`src/rtl/fetch_unit.sv`:
```
`default_nettype none
// ============================================================================
//  Module   : fetch_unit
//  Purpose  : Single-outstanding instruction fetch with decode handshake,
//             flush/redirect handling, drain of abandoned requests and a
//             sticky memory-timeout error.
//  Revision : 1.0  initial release
// ============================================================================
module fetch_unit #(
  parameter int TIMEOUT = 15  // max cycles waiting for imem_ack (1..15)
) (
  input  logic        clk,
  input  logic        reset,
  input  logic [31:0] pc,
  output logic        pc_write,
  output logic [31:0] pc_next,
  output logic        imem_req,
  output logic [31:0] imem_addr,
  input  logic        imem_ack,
  input  logic [31:0] imem_rdata,
  input  logic        flush,
  output logic [31:0] instr,
  output logic [31:0] instr_pc,
  output logic        instr_valid,
  input  logic        instr_ready,
  output logic        fetch_err
);

  // Last wait-count value tolerated before the request is declared dead.
  localparam logic [3:0] C_WAIT_LAST = 4'(TIMEOUT - 1);

  typedef enum logic [2:0] {
    S_IDLE  = 3'd0,
    S_REQ   = 3'd1,
    S_HOLD  = 3'd2,
    S_DRAIN = 3'd3,
    S_ERR   = 3'd4
  } state_t;

  state_t      r_state;
  logic [31:0] r_req_addr;
  logic [31:0] r_instr;
  logic [31:0] r_instr_pc;
  logic        r_instr_valid;
  logic [3:0]  r_wait;

  logic        w_in_req;
  logic        w_in_drain;
  logic        w_wait_expired;

  assign w_in_req       = (r_state == S_REQ);
  assign w_in_drain     = (r_state == S_DRAIN);
  assign w_wait_expired = (r_wait == C_WAIT_LAST);

  // Memory request is a pure function of the registered state, so the
  // address and strobe never glitch with same-cycle inputs.
  assign imem_req    = w_in_req | w_in_drain;
  assign imem_addr   = r_req_addr;

  // PC advance fires only on a request that completes and is kept.
  assign pc_write    = w_in_req & imem_ack & ~flush & ~reset;
  assign pc_next     = r_req_addr + 32'd1;

  assign instr       = r_instr;
  assign instr_pc    = r_instr_pc;
  assign instr_valid = r_instr_valid;
  assign fetch_err   = (r_state == S_ERR);

  // Fetch sequencing: issue, wait, hand off to decode, drain or lock up.
  always_ff @(posedge clk) begin
    if (reset) begin
      r_state       <= S_IDLE;
      r_req_addr    <= 32'd0;
      r_instr       <= 32'd0;
      r_instr_pc    <= 32'd0;
      r_instr_valid <= 1'b0;
      r_wait        <= 4'd0;
    end else begin
      case (r_state)
        S_IDLE: begin
          if (!flush) begin
            r_req_addr <= pc;
            r_wait     <= 4'd0;
            r_state    <= S_REQ;
          end
        end

        S_REQ: begin
          if (imem_ack) begin
            if (!flush) begin
              r_instr       <= imem_rdata;
              r_instr_pc    <= r_req_addr;
              r_instr_valid <= 1'b1;
              r_state       <= S_HOLD;
            end else begin
              // Data arrived with the redirect: drop it.
              r_state <= S_IDLE;
            end
          end else if (w_wait_expired) begin
            r_state <= S_ERR;
          end else if (flush) begin
            // Request is still outstanding; keep it on the bus until it
            // completes so only one request is ever in flight.
            r_wait  <= 4'd0;
            r_state <= S_DRAIN;
          end else begin
            r_wait <= r_wait + 4'd1;
          end
        end

        S_DRAIN: begin
          if (imem_ack) begin
            r_state <= S_IDLE;
          end else if (w_wait_expired) begin
            r_state <= S_ERR;
          end else begin
            r_wait <= r_wait + 4'd1;
          end
        end

        S_HOLD: begin
          if (flush) begin
            r_instr_valid <= 1'b0;
            r_state       <= S_IDLE;
          end else if (instr_ready) begin
            // Accepted: fetch the next word straight away.
            r_instr_valid <= 1'b0;
            r_req_addr    <= pc;
            r_wait        <= 4'd0;
            r_state       <= S_REQ;
          end
        end

        S_ERR: begin
          r_state <= S_ERR;
        end

        default: begin
          r_state <= S_IDLE;
        end
      endcase
    end
  end

endmodule
`default_nettype wire

```
`config.mk`:
```
export PLATFORM = sky130hd
export DESIGN_NAME = fetch_unit
export DESIGN_NICKNAME = d
export VERILOG_FILES = /design/src/rtl/fetch_unit.sv
export SDC_FILE = /design/constraint.sdc
export NUM_CORES = 1
export LEC_CHECK = 0
export ABC_AREA = 1
export CORE_MARGIN = 2
export CORE_UTILIZATION = 35
export DETAILED_ROUTE_END_ITERATION = 7
export PLACE_DENSITY_LB_ADDON = 0.2
export RECOVER_POWER = 50
export SETUP_SLACK_MARGIN = 0.2
export SLEW_MARGIN = 5
export SYNTH_ARGS = -nofsm -noshare
export SYNTH_HDL_FRONTEND = slang
export SYNTH_SLANG_ARGS = --single-unit
```
`constraint.sdc`:
```
create_clock -name clk -period 2.35 [get_ports clk]
set_clock_uncertainty 0.1 [all_clocks]
set_input_delay 0.5875 -clock clk [delete_from_list [all_inputs] [get_ports clk]]
set_output_delay 0.5875 -clock clk [all_outputs]
set_load 0.02 [all_outputs]
```
### After elaboration in Yosys (flattened, before gate mapping)

Cells that the tools add are included.

* bitwise operators: 6
* eq/ne operators: 17
* reduce and logical (&&, ||, !) cells: 9
* $add $sub $neg: 2
* mux-type cells: 28

Operator list (number)
* 32-bit 2-to-1 mux: 3
* 32-bit one-hot mux with 2 select lines: 1
* 32-bit by 1-bit adder with 32-bit output (second input constant): 1
* 4-bit 2-to-1 mux: 8
* 3-bit 2-to-1 mux: 8
* 2-bit != test (second input constant): 9
* 4-bit one-hot mux with 4 select lines: 1
* 3-bit one-hot mux with 5 select lines: 1
* 4-bit AND reduction: 3
* 8-bit AND reduction: 1
* 3-bit by 2-bit == test with 1-bit output (second input constant): 2
* 4-bit by 1-bit adder with 4-bit output (second input constant): 1
* 4-bit == test (second input constant): 1
* 1-bit 2-to-1 mux: 4
* 4-bit by 3-bit != test with 1-bit output (second input constant): 1
* 2-bit nonzero test: 2
* 4-bit nonzero test: 1
* 1-bit bitwise AND: 3
* 3-bit by 1-bit == test with 1-bit output (second input constant): 1
* 3-bit == test (second input constant): 1
* 3-bit zero test: 1
* 3-bit by 2-bit != test with 1-bit output (second input constant): 1
* 3-bit != test (second input constant): 1
* 3-bit AND reduction: 1
* other kinds (4): 5

* output and inout port bits: 132
* bits of input ports: 69
* bits in registers: 104

### Logic depth before layout (Yosys ltp)

Gate-level depths: netlist of run 1.

* depth after elaboration: 5
* depth in mapped cells: 9
* depth with buffers taken out: 9

### Least setup slack after synthesis of run 1

OpenSTA, ideal clock, no wires.

* kind: register to output
* start point: register r_req_addr[0] (netlist: imem_addr[0])
* end point: output port pc_next[14]
* cell stages (with the launch flop): 7
* arrival time: 1.730 ns
* setup slack: -0.068 ns
* path through: dfxtp_1 ha_1 nand2_1 nor3_2 inv_2 nor2_2 xor2_1

* longest elaborated chain between the ends: 1

RTL lines
* start: declaration: line 41 `logic [31:0] r_req_addr;`
* start signal: assignment: line 82 `r_req_addr <= pc;`
* start signal: assignment: line 128 `r_req_addr <= pc;`
* 32-bit by 1-bit adder with 32-bit output: line 62 `assign pc_next = r_req_addr + 32'd1;`
* end: declaration: line 16 `output logic [31:0] pc_next,`

Every way passes these cells.

### Worst setup path after layout of run 1

* start point: register r_req_addr[3] (netlist: imem_addr[3])
* end point: output port pc_next[18]

Same word-level chain as after synthesis.

==> results of run 1 <==
[routing by layer]
metal	vias to the layer above	track usage, %	wire length [µm]
li1	2736	-	-
met1	2521	27.3	7200
met2	176	38.0	8420
met3	34	6.70	1150
met4	0	6.40	499
met5	-	0	0
[cell type report]
| class | instances | area [µm²] |
|---|---|---|
| Fill cell | 1105 | 4630 |
| Timing Repair Buffer | 311 | 2840 |
| Multi-Input combinational cell | 425 | 2690 |
| Sequential cell | 104 | 2140 |
| Inverter | 116 | 435 |
| Clock buffer | 9 | 225 |
| Tap cell | 176 | 220 |
| Clock inverter | 7 | 66.3 |
[registers in the layout, summed over array words and instances (netlist names)]
| signal | cells |
|---|---|
| instr_valid | 1 |
| instr_pc | 32 |
| r_wait | 4 |
| imem_addr | 32 |
| r_state | 3 |
| instr | 32 |
[worst max-delay path, stage by stage, from the launching register on]
cell and delay (ns):
dfxtp_4 0.39, inv_2 0.07, nor3_2 0.28, nand2_2 0.14
buf_6 0.14, nor2_4 0.10, nand2_1 0.07, nand2_1 0.07
nand2_1 0.05, buf_4 0.16
[through the flow]
stage               TNS [ns]  util (%)  instances  cell area [µm²]
floorplan                  0         -        677             4790
global placement       -5.89      57.6       1114             7630
detailed placement     -7.74      57.6       1114             7630
CTS                   -0.130      63.0       1143             8340
global route           -3.94      65.1       1148             8620
finish                 -1.19      65.1       1148             8620
[worst max-delay path by stage]
stage | to | slack, ns | startpoint
2_1_floorplan | pc_next[14] | 0.16 | imem_addr[0]
3_3_place_gp | pc_write | -0.31 | imem_ack
3_5_place_dp | pc_write | -0.31 | imem_ack
4_1_cts | pc_next[25] | -0.03 | imem_addr[1]
5_1_grt | pc_next[28] | -0.21 | imem_addr[12]
6_report | pc_next[18] | -0.17 | imem_addr[3]
[cells by family after synthesis]
kind of cell / Yosys count
AOI/OAI and AO/OA: 205
and+or+nand+nor: 199
buffers and inverters: 148
DFF: 104
xor gates and xnor gates: 18
adders and majority gates: 3
[timing repair]
| action | 4_1_cts | 5_1_grt |
|---|---|---|
| endpoints found under the setup margin | 59 | 36 |
| gates resized for setup | 301 | 93 |
| setup buffers | 13 | 5 |
| pin swaps | 41 | 43 |
[power by group]
| group | switching (µW) | leakage, µW | internal, µW |
|---|---|---|---|
| Combinational | 641 | 0.00250 | 575 |
| Clock | 741 | 0.000141 | 744 |
| Sequential | 102 | 0.000863 | 1870 |
[cells in the mapped netlist (all sizes together)]
library cell	n
clkbuf	19
nand2	104
inv	116
nand4	4
ha	3
buf	13
nand3b	1
and3	1
nor3	15
o21ai	102
nand3	22
dfxtp	104
a21oi	103
or2	1
nor2	51
xor2	18
==> run_results.csv, run 1 <==
group,metric,value,unit
detailed_routing,wl_per_cell,15.0,µm
worst_setup_path,r2r-end,"instr[20]",
logic_synthesis,synth_mux_area_share,0,%
power,p_leak,0.00351,µW
detailed_routing,vias,5467,
power,p_per_area,543,nW/µm²
logic_synthesis,yosys.area.top_type,"dfxtp_1",
detailed_routing,dr.pass1.iters,4,
logic_synthesis,synth_top_family_by_area,"compound AO/OA/AOI/OAI gates",
grt,grt_max_degree,92,
layout,num_antenna_cells,0,
die,die_h,120,µm
detailed_routing,via_per_inst,4.76,
detailed_routing,wirelength,17300,µm
clocking,insertion_delay,0.36,ns
logic_synthesis,synthCells,677,
clocking,cts_buffer_depth,2,
layout,layout_common_cells,"clkdlybuf4s50_1 (132), inv_1 (105), a21oi_1 (103), buf_4 (94), o21ai_0 (84)",
min_path,hold_depth,2,
clocking,cts-root-buf,"clkbuf_16",
layout,drive_above_1_share,30.7,%
grt,grt_pass1_vias,5247,
timing,whs,0.344,ns
place,dp_hpwl,11500,µm
logic_synthesis,synth_top_area_share,43.9,%
grt,grt_overflow,0,
logic_synthesis,synth-xor-area-share,3.33,%
clocking,numCtsBuffers,9,
status,violations,"setup timing",
clocking,clock-sinks,104,
grt,antenna_found_initial,0,
logic_synthesis,syn_area,4740,µm²
timing,rsz0062_at_grt,"yes",
logic_synthesis,synth_compound_area_share,21.7,%
timing,min_period,2.52,ns
status,status,"complete, but fails checks",
clocking,htreeDepth,3,
power,p_total,4680,µW
timing,post-route-period-util,107,%
run,maxCapViolCount,0,
place,io_buffers,200,
worst_setup_path,path_class,"flop to primary output",
power,peakVddDrop,0.000447,V
logic_synthesis,postSynthNetCount,749,
clocking,cts_hold_buf,0,
logic_synthesis,postSynthAreaPerCell,7.00,µm²
worst_setup_path,crit_fanout,3,
die,die_width,120,µm
die,num_io_pins,201,
timing,max_freq,397,MHz
timing,worst_slew_pin_slew,0.742,ns
worst_setup_path,arrival,1.83,ns
worst_setup_path,reg2reg_from,"r_state[1]",
timing,finalMaxSlewViolations,0,
timing,hold_viol,0,
die,num_rows,42,
timing,timing.slew.headroom,50.5,%
timing,finalSetupViolations,19,
logic_synthesis,synth_cell_types,25,
worst_setup_path,rr_worst_depth,6,
min_path,hold_path_class,"flop to flop",
min_path,min_to,"instr[16]",
layout,final_common_cell,"clkdlybuf4s50_1",
die,core-area,13200,µm²
logic_synthesis,ys_warn_count,0,
die,initial_utilization,35.8,%
layout,syn_to_final_growth,81.9,%
logic_synthesis,synthSimpleGateAreaFrac,18.1,%
logic_synthesis,synth_area_leaders,"dfxtp_1 (44%), a21oi_1 (11%), inv_1 (8.9%)",
grt,grt_usage,22.3,%
logic_synthesis,synth_seq_cells,104,
worst_setup_path,required,1.66,ns
detailed_routing,ant_nets,0,
logic_synthesis,yosysSeqAreaShare,43.9,%
place,globalplace.congestion,0.900,
detailed_routing,drc_errors,0,
die,die_area,14500,µm²
grt,grt_pass1_wl,25800,µm
worst_setup_path,end_kind,"primary output",
min_path,hp-start,"instr[16]",
layout,nNetsFinal,1039,
logic_synthesis,synth_fa_ha_area_share,0.792,%
worst_setup_path,r2r_setup_slack,0.13,ns
clocking,clk_pin_slew_worst_paths,0.08,ns
clocking,cts_tree,"built",
worst_setup_path,worstSetupStartpointType,"flop",
timing,setup_slack,-0.166,ns
detailed_routing,drt_iter0_drc,256,
place,dpl_worst_slack,-0.312,ns
Note: power is estimated with default switching activity, not from simulation.
==> run 2, diff against run 1 <==
--- a/config.mk
+++ b/config.mk
@@ -6,12 +6,14 @@
 export NUM_CORES = 1
 export LEC_CHECK = 0
 export ABC_AREA = 1
+export ABC_CLOCK_PERIOD_IN_PS = 2350
 export CORE_MARGIN = 2
 export CORE_UTILIZATION = 35
 export DETAILED_ROUTE_END_ITERATION = 7
 export PLACE_DENSITY_LB_ADDON = 0.2
 export RECOVER_POWER = 50
 export SETUP_SLACK_MARGIN = 0.2
+export SKIP_LAST_GASP = 1
 export SLEW_MARGIN = 5
 export SYNTH_ARGS = -nofsm -noshare
 export SYNTH_HDL_FRONTEND = slang
==> run_results.csv, run 2 (synthesis results as in run 1) <==
group,metric,value,unit
status,status,"complete, but fails checks",
status,violations,"setup timing",
clocking,cts_buffer_depth,2,
clocking,cts_tree,"built",
grt,antenna_found_initial,0,
detailed_routing,vias,5425,
timing,max_freq,398,MHz
min_path,hold_depth,2,
power,p_per_area,545,nW/µm²
clocking,htreeDepth,3,
clocking,clk_pin_slew_worst_paths,0.08,ns
grt,grt_usage,22.2,%
place,dp_hpwl,11500,µm
worst_setup_path,cp_common_cell,"nand2_1",
clocking,clock-sinks,104,
worst_setup_path,required,1.66,ns
layout,fill_cells,1123,
worst_setup_path,crit_fanout,3,
die,initial_utilization,35.8,%
clocking,cts-root-buf,"clkbuf_16",
timing,post-route-period-util,107,%
die,num_io_pins,201,
timing,rsz0062_at_grt,"yes",
min_path,hold_path_class,"flop to flop",
worst_setup_path,cpLargestDelayFamily,"simple AND/OR/NAND/NOR gates",
worst_setup_path,critPathMaxStageDelay,0.37,ns
detailed_routing,drc_errors,0,
timing,finalSetupViolations,22,
die,die_width,120,µm
clocking,numCtsBuffers,9,
worst_setup_path,crit_buf_inv,3,
layout,design_area,8570,µm²
detailed_routing,wl_per_cell,14.8,µm
timing,setup_slack,-0.160,ns
min_path,hp-start,"instr[16]",
worst_setup_path,r2r-end,"instr[20]",
detailed_routing,wirelength,17000,µm
timing,min_period,2.51,ns
worst_setup_path,path_class,"flop to primary output",
place,place_area,7630,µm²
die,num_rows,42,
run,maxCapViolCount,0,
timing,timing.slew.headroom,50.1,%
timing,finalMaxSlewViolations,0,
layout,instances_no_fill,1148,
power,peakVddDrop,0.000420,V
min_path,min_to,"instr[16]",
grt,grt_pass1_wl,25700,µm
die,die_h,120,µm
timing,hold_viol,0,
clocking,cts_hold_buf,0,
detailed_routing,drt_iter0_drc,251,
detailed_routing,dr.pass1.iters,7,
worst_setup_path,rr_worst_depth,6,
worst_setup_path,crit_chain,"inv_2 > nor3_4 > nand2_2 > buf_6 > nor2_4 > nand2_1 > nand2_1 > nand2_1 > buf_6",
layout,final_common_cell,"clkdlybuf4s50_1",
layout,drive_above_1_share,30.3,%
layout,layout_common_cells,"clkdlybuf4s50_1 (135), inv_1 (107), a21oi_1 (103), buf_4 (96), o21ai_0 (84)",
die,die_area,14500,µm²
grt,grt_max_degree,92,
grt,grt_overflow,0,
worst_setup_path,worstSetupStartpointType,"flop",
layout,nNetsFinal,1039,
die,core-area,13200,µm²
layout,syn_to_final_growth,81.0,%
place,globalplace.congestion,0.900,
layout,num_antenna_cells,0,
place,io_buffers,200,
worst_setup_path,arrival,1.82,ns
grt,grt_pass1_vias,5240,
detailed_routing,via_per_inst,4.73,
power,p_leak,0.00347,µW
worst_setup_path,r2r_setup_slack,0.12,ns
worst_setup_path,cp_slowest_cell,"dfxtp_2",
timing,whs,0.344,ns
worst_setup_path,reg2reg_from,"r_state[1]",
clocking,insertion_delay,0.36,ns
timing,worst_slew_pin_slew,0.748,ns
place,dp.cells,1114,
detailed_routing,ant_nets,0,
worst_setup_path,end_kind,"primary output",
-- run 2: cell types whose count changed in the layout (fill, tap and decap cells not counted), moves of 3 or more --
cell             delta
clkdlybuf4s50_1     +3
nand2_2             +5
nand2_4             -4
nor2_2              +3
nor2_4              -4
-- run 2: how the worst max path moves through the flow --
| stage | startpoint | to | slack [ns] | cells past startpoint |
|---|---|---|---|---|
| finish | imem_addr[9] | pc_next[18] | -0.16 | 9 |
| floorplan | imem_addr[0] | pc_next[14] | 0.16 | 6 |
| global route | imem_addr[6] | pc_next[28] | -0.20 | 8 |
| detailed placement | imem_ack | pc_write | -0.31 | 4 |
| global placement | imem_ack | pc_write | -0.31 | 4 |
| CTS | imem_addr[1] | pc_next[25] | -0.03 | 9 |
-- run 2: through the flow --
stage | util (%) | power, µW | TNS, ns | setup slack [ns]
finish | 64.7 | 4670 | -1.19 | -0.160
global route | 64.7 | 4880 | -3.62 | -0.196
CTS | 62.7 | 4660 | -0.163 | -0.0265
detailed placement | 57.6 | 3150 | -7.74 | -0.312
global placement | 57.6 | 3140 | -5.89 | -0.314
floorplan | - | 2480 | 0 | 0.162
-- run 2: layer usage --
| metal | wire, µm | up-vias | track usage [%] |
|---|---|---|---|
| li1 | - | 2731 | - |
| met1 | 7250 | 2483 | 27.5 |
| met2 | 8250 | 178 | 37.4 |
| met3 | 1090 | 33 | 5.66 |
| met4 | 437 | 0 | 8.36 |
| met5 | 0 | - | 0 |
-- run 2: where the power goes --
part	switching [µW]	internal [µW]	leakage (µW)
clock network	747	744	0.000141
registers	96.8	1870	0.000862
logic	637	576	0.00246
-- run 2: layout make-up --
class | count | area (µm²) | share of cell area [%]
well taps | 176 | 220 | 2.57
clock inverters | 7 | 66.3 | 0.773
clock buffers | 9 | 225 | 2.63
repair buffers | 311 | 2850 | 33.2
multi-input cells | 425 | 2640 | 30.8
inverters | 116 | 435 | 5.08
flip-flops and latches | 104 | 2140 | 25.0
-- run 2: repair_timing --
action / in CTS / in global routing
gates resized for setup: 289 / 89
setup buffers: 13 / 5
endpoints found under the setup margin: 59 / 37
pin swaps: 41 / 43
-- run 2: worst reg2reg max path, stage by stage (launching register included) --
cell	delay, ns
dfxtp_1	0.45
inv_1	0.16
nand4_4	0.13
clkbuf_2	0.60
buf_12	0.39
o21ai_0	0.17
a21oi_1	0.17
==> run 3, diff against run 2 <==
--- a/config.mk
+++ b/config.mk
@@ -6,7 +6,7 @@
 export NUM_CORES = 1
 export LEC_CHECK = 0
 export ABC_AREA = 1
-export ABC_CLOCK_PERIOD_IN_PS = 2350
+export ABC_CLOCK_PERIOD_IN_PS = 2700
 export CORE_MARGIN = 2
 export CORE_UTILIZATION = 35
 export DETAILED_ROUTE_END_ITERATION = 7
==> constraint.sdc (replaced) <==
create_clock -name clk -period 2.7 [get_ports clk]
set_clock_uncertainty 0.1 [all_clocks]
set_input_delay 0.675 -clock clk [delete_from_list [all_inputs] [get_ports clk]]
set_output_delay 0.675 -clock clk [all_outputs]
set_load 0.02 [all_outputs]
==> run_results.csv, run 3 (synthesis results as in run 1) <==
group,metric,value,unit
worst_setup_path,end_kind,"primary output",
worst_setup_path,crit_start,"imem_addr[1]",
place,globalplace.congestion,0.871,
timing,finalSetupViolations,0,
die,die_area,14500,µm²
grt,antenna_found_initial,0,
clocking,insertion_delay,0.35,ns
worst_setup_path,r2r_setup_slack,0.70,ns
die,num_io_pins,201,
grt,grt_pass1_vias,4597,
min_path,hp-start,"instr_pc[27]",
timing,setup_slack,0.181,ns
timing,whs,0.339,ns
power,p_per_area,509,nW/µm²
worst_setup_path,worstSetupStartpointType,"flop",
clocking,cts-root-buf,"clkbuf_16",
worst_setup_path,reg2reg_from,"r_state[1]",
power,combPwrFrac,23.2,%
worst_setup_path,arrival,1.74,ns
power,power_frac_clock,34.2,%
place,dp_hpwl,10900,µm
worst_setup_path,rr_worst_depth,6,
detailed_routing,wl_per_cell,13.5,µm
detailed_routing,drc_errors,0,
grt,grt_max_degree,98,
worst_setup_path,required,1.92,ns
timing,finalMaxSlewViolations,0,
layout,syn_to_final_growth,65.9,%
worst_setup_path,path_class,"flop to primary output",
clocking,clock-sinks,104,
die,num_rows,42,
timing,post-route-period-util,93.3,%
die,core-area,13200,µm²
grt,grt_usage,19.9,%
power,internal_power,2800,µW
clocking,htreeDepth,3,
die,die_width,120,µm
power,switching_share,30.1,%
place,io_buffers,200,
clocking,numCtsBuffers,9,
detailed_routing,via_per_inst,4.59,
worst_setup_path,r2r-end,"instr[6]",
run,maxCapViolCount,0,
worst_setup_path,crit_end,"pc_next[2]",
power,peakVddDrop,0.000373,V
min_path,hold_path_class,"flop to flop",
worst_setup_path,crit_fanout,4,
detailed_routing,ant_nets,0,
power,seqPwrFrac,42.5,%
grt,grt_overflow,0,
layout,nNetsFinal,986,
detailed_routing,wirelength,14700,µm
timing,hold_viol,0,
status,status,"finished, final reports clean",
place,dpl_worst_slack,-0.131,ns
layout,num_antenna_cells,0,
grt,grt_pass1_wl,22900,µm
timing,max_freq,397,MHz
timing,min_period,2.52,ns
detailed_routing,dr.pass1.iters,4,
detailed_routing,drt_iter0_drc,275,
power,p_total,4000,µW
timing,timing.slew.headroom,63.3,%
die,initial_utilization,35.8,%
detailed_routing,vias,5030,
layout,drive_above_1_share,20.2,%
clocking,clk_pin_slew_worst_paths,0.08,ns
power,p_leak,0.00326,µW
timing,rsz0062_at_grt,"yes",
die,die_h,120,µm
power,switching_power,1210,µW
layout,fill_cells,1272,
clocking,cts_tree,"built",
timing,worst_slew_pin_slew,0.550,ns
layout,layout_common_cells,"inv_1 (111), a21oi_1 (103), clkdlybuf4s50_1 (103), dfxtp_1 (85)",
clocking,cts_buffer_depth,2,
layout,final_common_cell,"inv_1",
==> run 3: cell count changes in the layout (fill, tap and decap cells not counted), moves of 14 or more <==
cell,previous run,this run
dlygate4sd3_1,1,65
buf_4,96,60
buf_6,37,5
clkdlybuf4s50_1,135,103
dlygate4sd2_1,25,6
nand2_1,68,83
xor2_1,3,17
xor2_2,15,1
==> run 3: worst min path at each step <==
| stage | to | slack, ns | cells after the start |
|---|---|---|---|
| final | instr_pc[27] | 0.34 | 2 |
| after CTS | instr_pc[22] | 0.34 | 2 |
| after floorplan | r_wait[3] | 0.37 | 2 |
| after global placement | instr_pc[22] | 0.33 | 2 |
| after detailed placement | instr_pc[22] | 0.33 | 2 |
| after global routing | instr_pc[23] | 0.35 | 2 |
==> run 3: layout make-up <==
type,instances,area (µm²),area share [%]
Clock inverter,7,90.1,1.15
Tap cell,176,220,2.80
Clock buffer,9,225,2.86
Sequential cell,104,2130,27.1
Multi-Input combinational cell,425,2360,30.0
Timing Repair Buffer,258,2400,30.5
Inverter,116,435,5.54
==> run 3: critical path: stages (launching register included) <==
cell,delay [ns]
dfxtp_4,0.37
ha_4,0.17
buf_4,0.13
buf_4,0.14
xor2_1,0.20
dlygate4sd2_1,0.37
==> run 3: stage by stage <==
| step | util (%) | cells | setup TNS, ns | instance area, µm² |
|---|---|---|---|---|
| 3_3_place_gp | 55.1 | 1075 | -0.131 | 7290 |
| 4_1_cts | 57.5 | 1091 | 0 | 7610 |
| 2_1_floorplan | - | 677 | 0 | 4750 |
| 3_5_place_dp | 55.1 | 1075 | -0.131 | 7290 |
| 5_1_grt | 59.4 | 1095 | 0 | 7860 |
| 6_report | 59.4 | 1095 | 0 | 7860 |
==> run 3: per-layer routing <==
| layer | GRT usage (%) | wire length [µm] |
|---|---|---|
| met1 | 25.1 | 6520 |
| met2 | 31.9 | 6830 |
| met3 | 6.65 | 1160 |
| met4 | 6.69 | 222 |
| met5 | 0 | 0 |
==> run 3: power groups by stage <==
| stage | combinational [µW] | clock [µW] | sequential, µW |
|---|---|---|---|
| after floorplan | 307 | 0 | 1840 |
| after global placement | 949 | 0 | 1730 |
| after detailed placement | 948 | 0 | 1730 |
| after CTS | 932 | 1410 | 1700 |
| after global routing | 1010 | 1460 | 1720 |
| final | 930 | 1370 | 1700 |
==> run 3: what timing repair did <==
action | 4_1_cts | 5_1_grt
setup endpoints to repair | 32 | 26
resized for setup | 155 | 77
setup buffers | 0 | 4
hold endpoints to repair | 0 | 0
hold buffers | 0 | 0
pin swaps | 5 | 17
gates cloned | 0 | 0
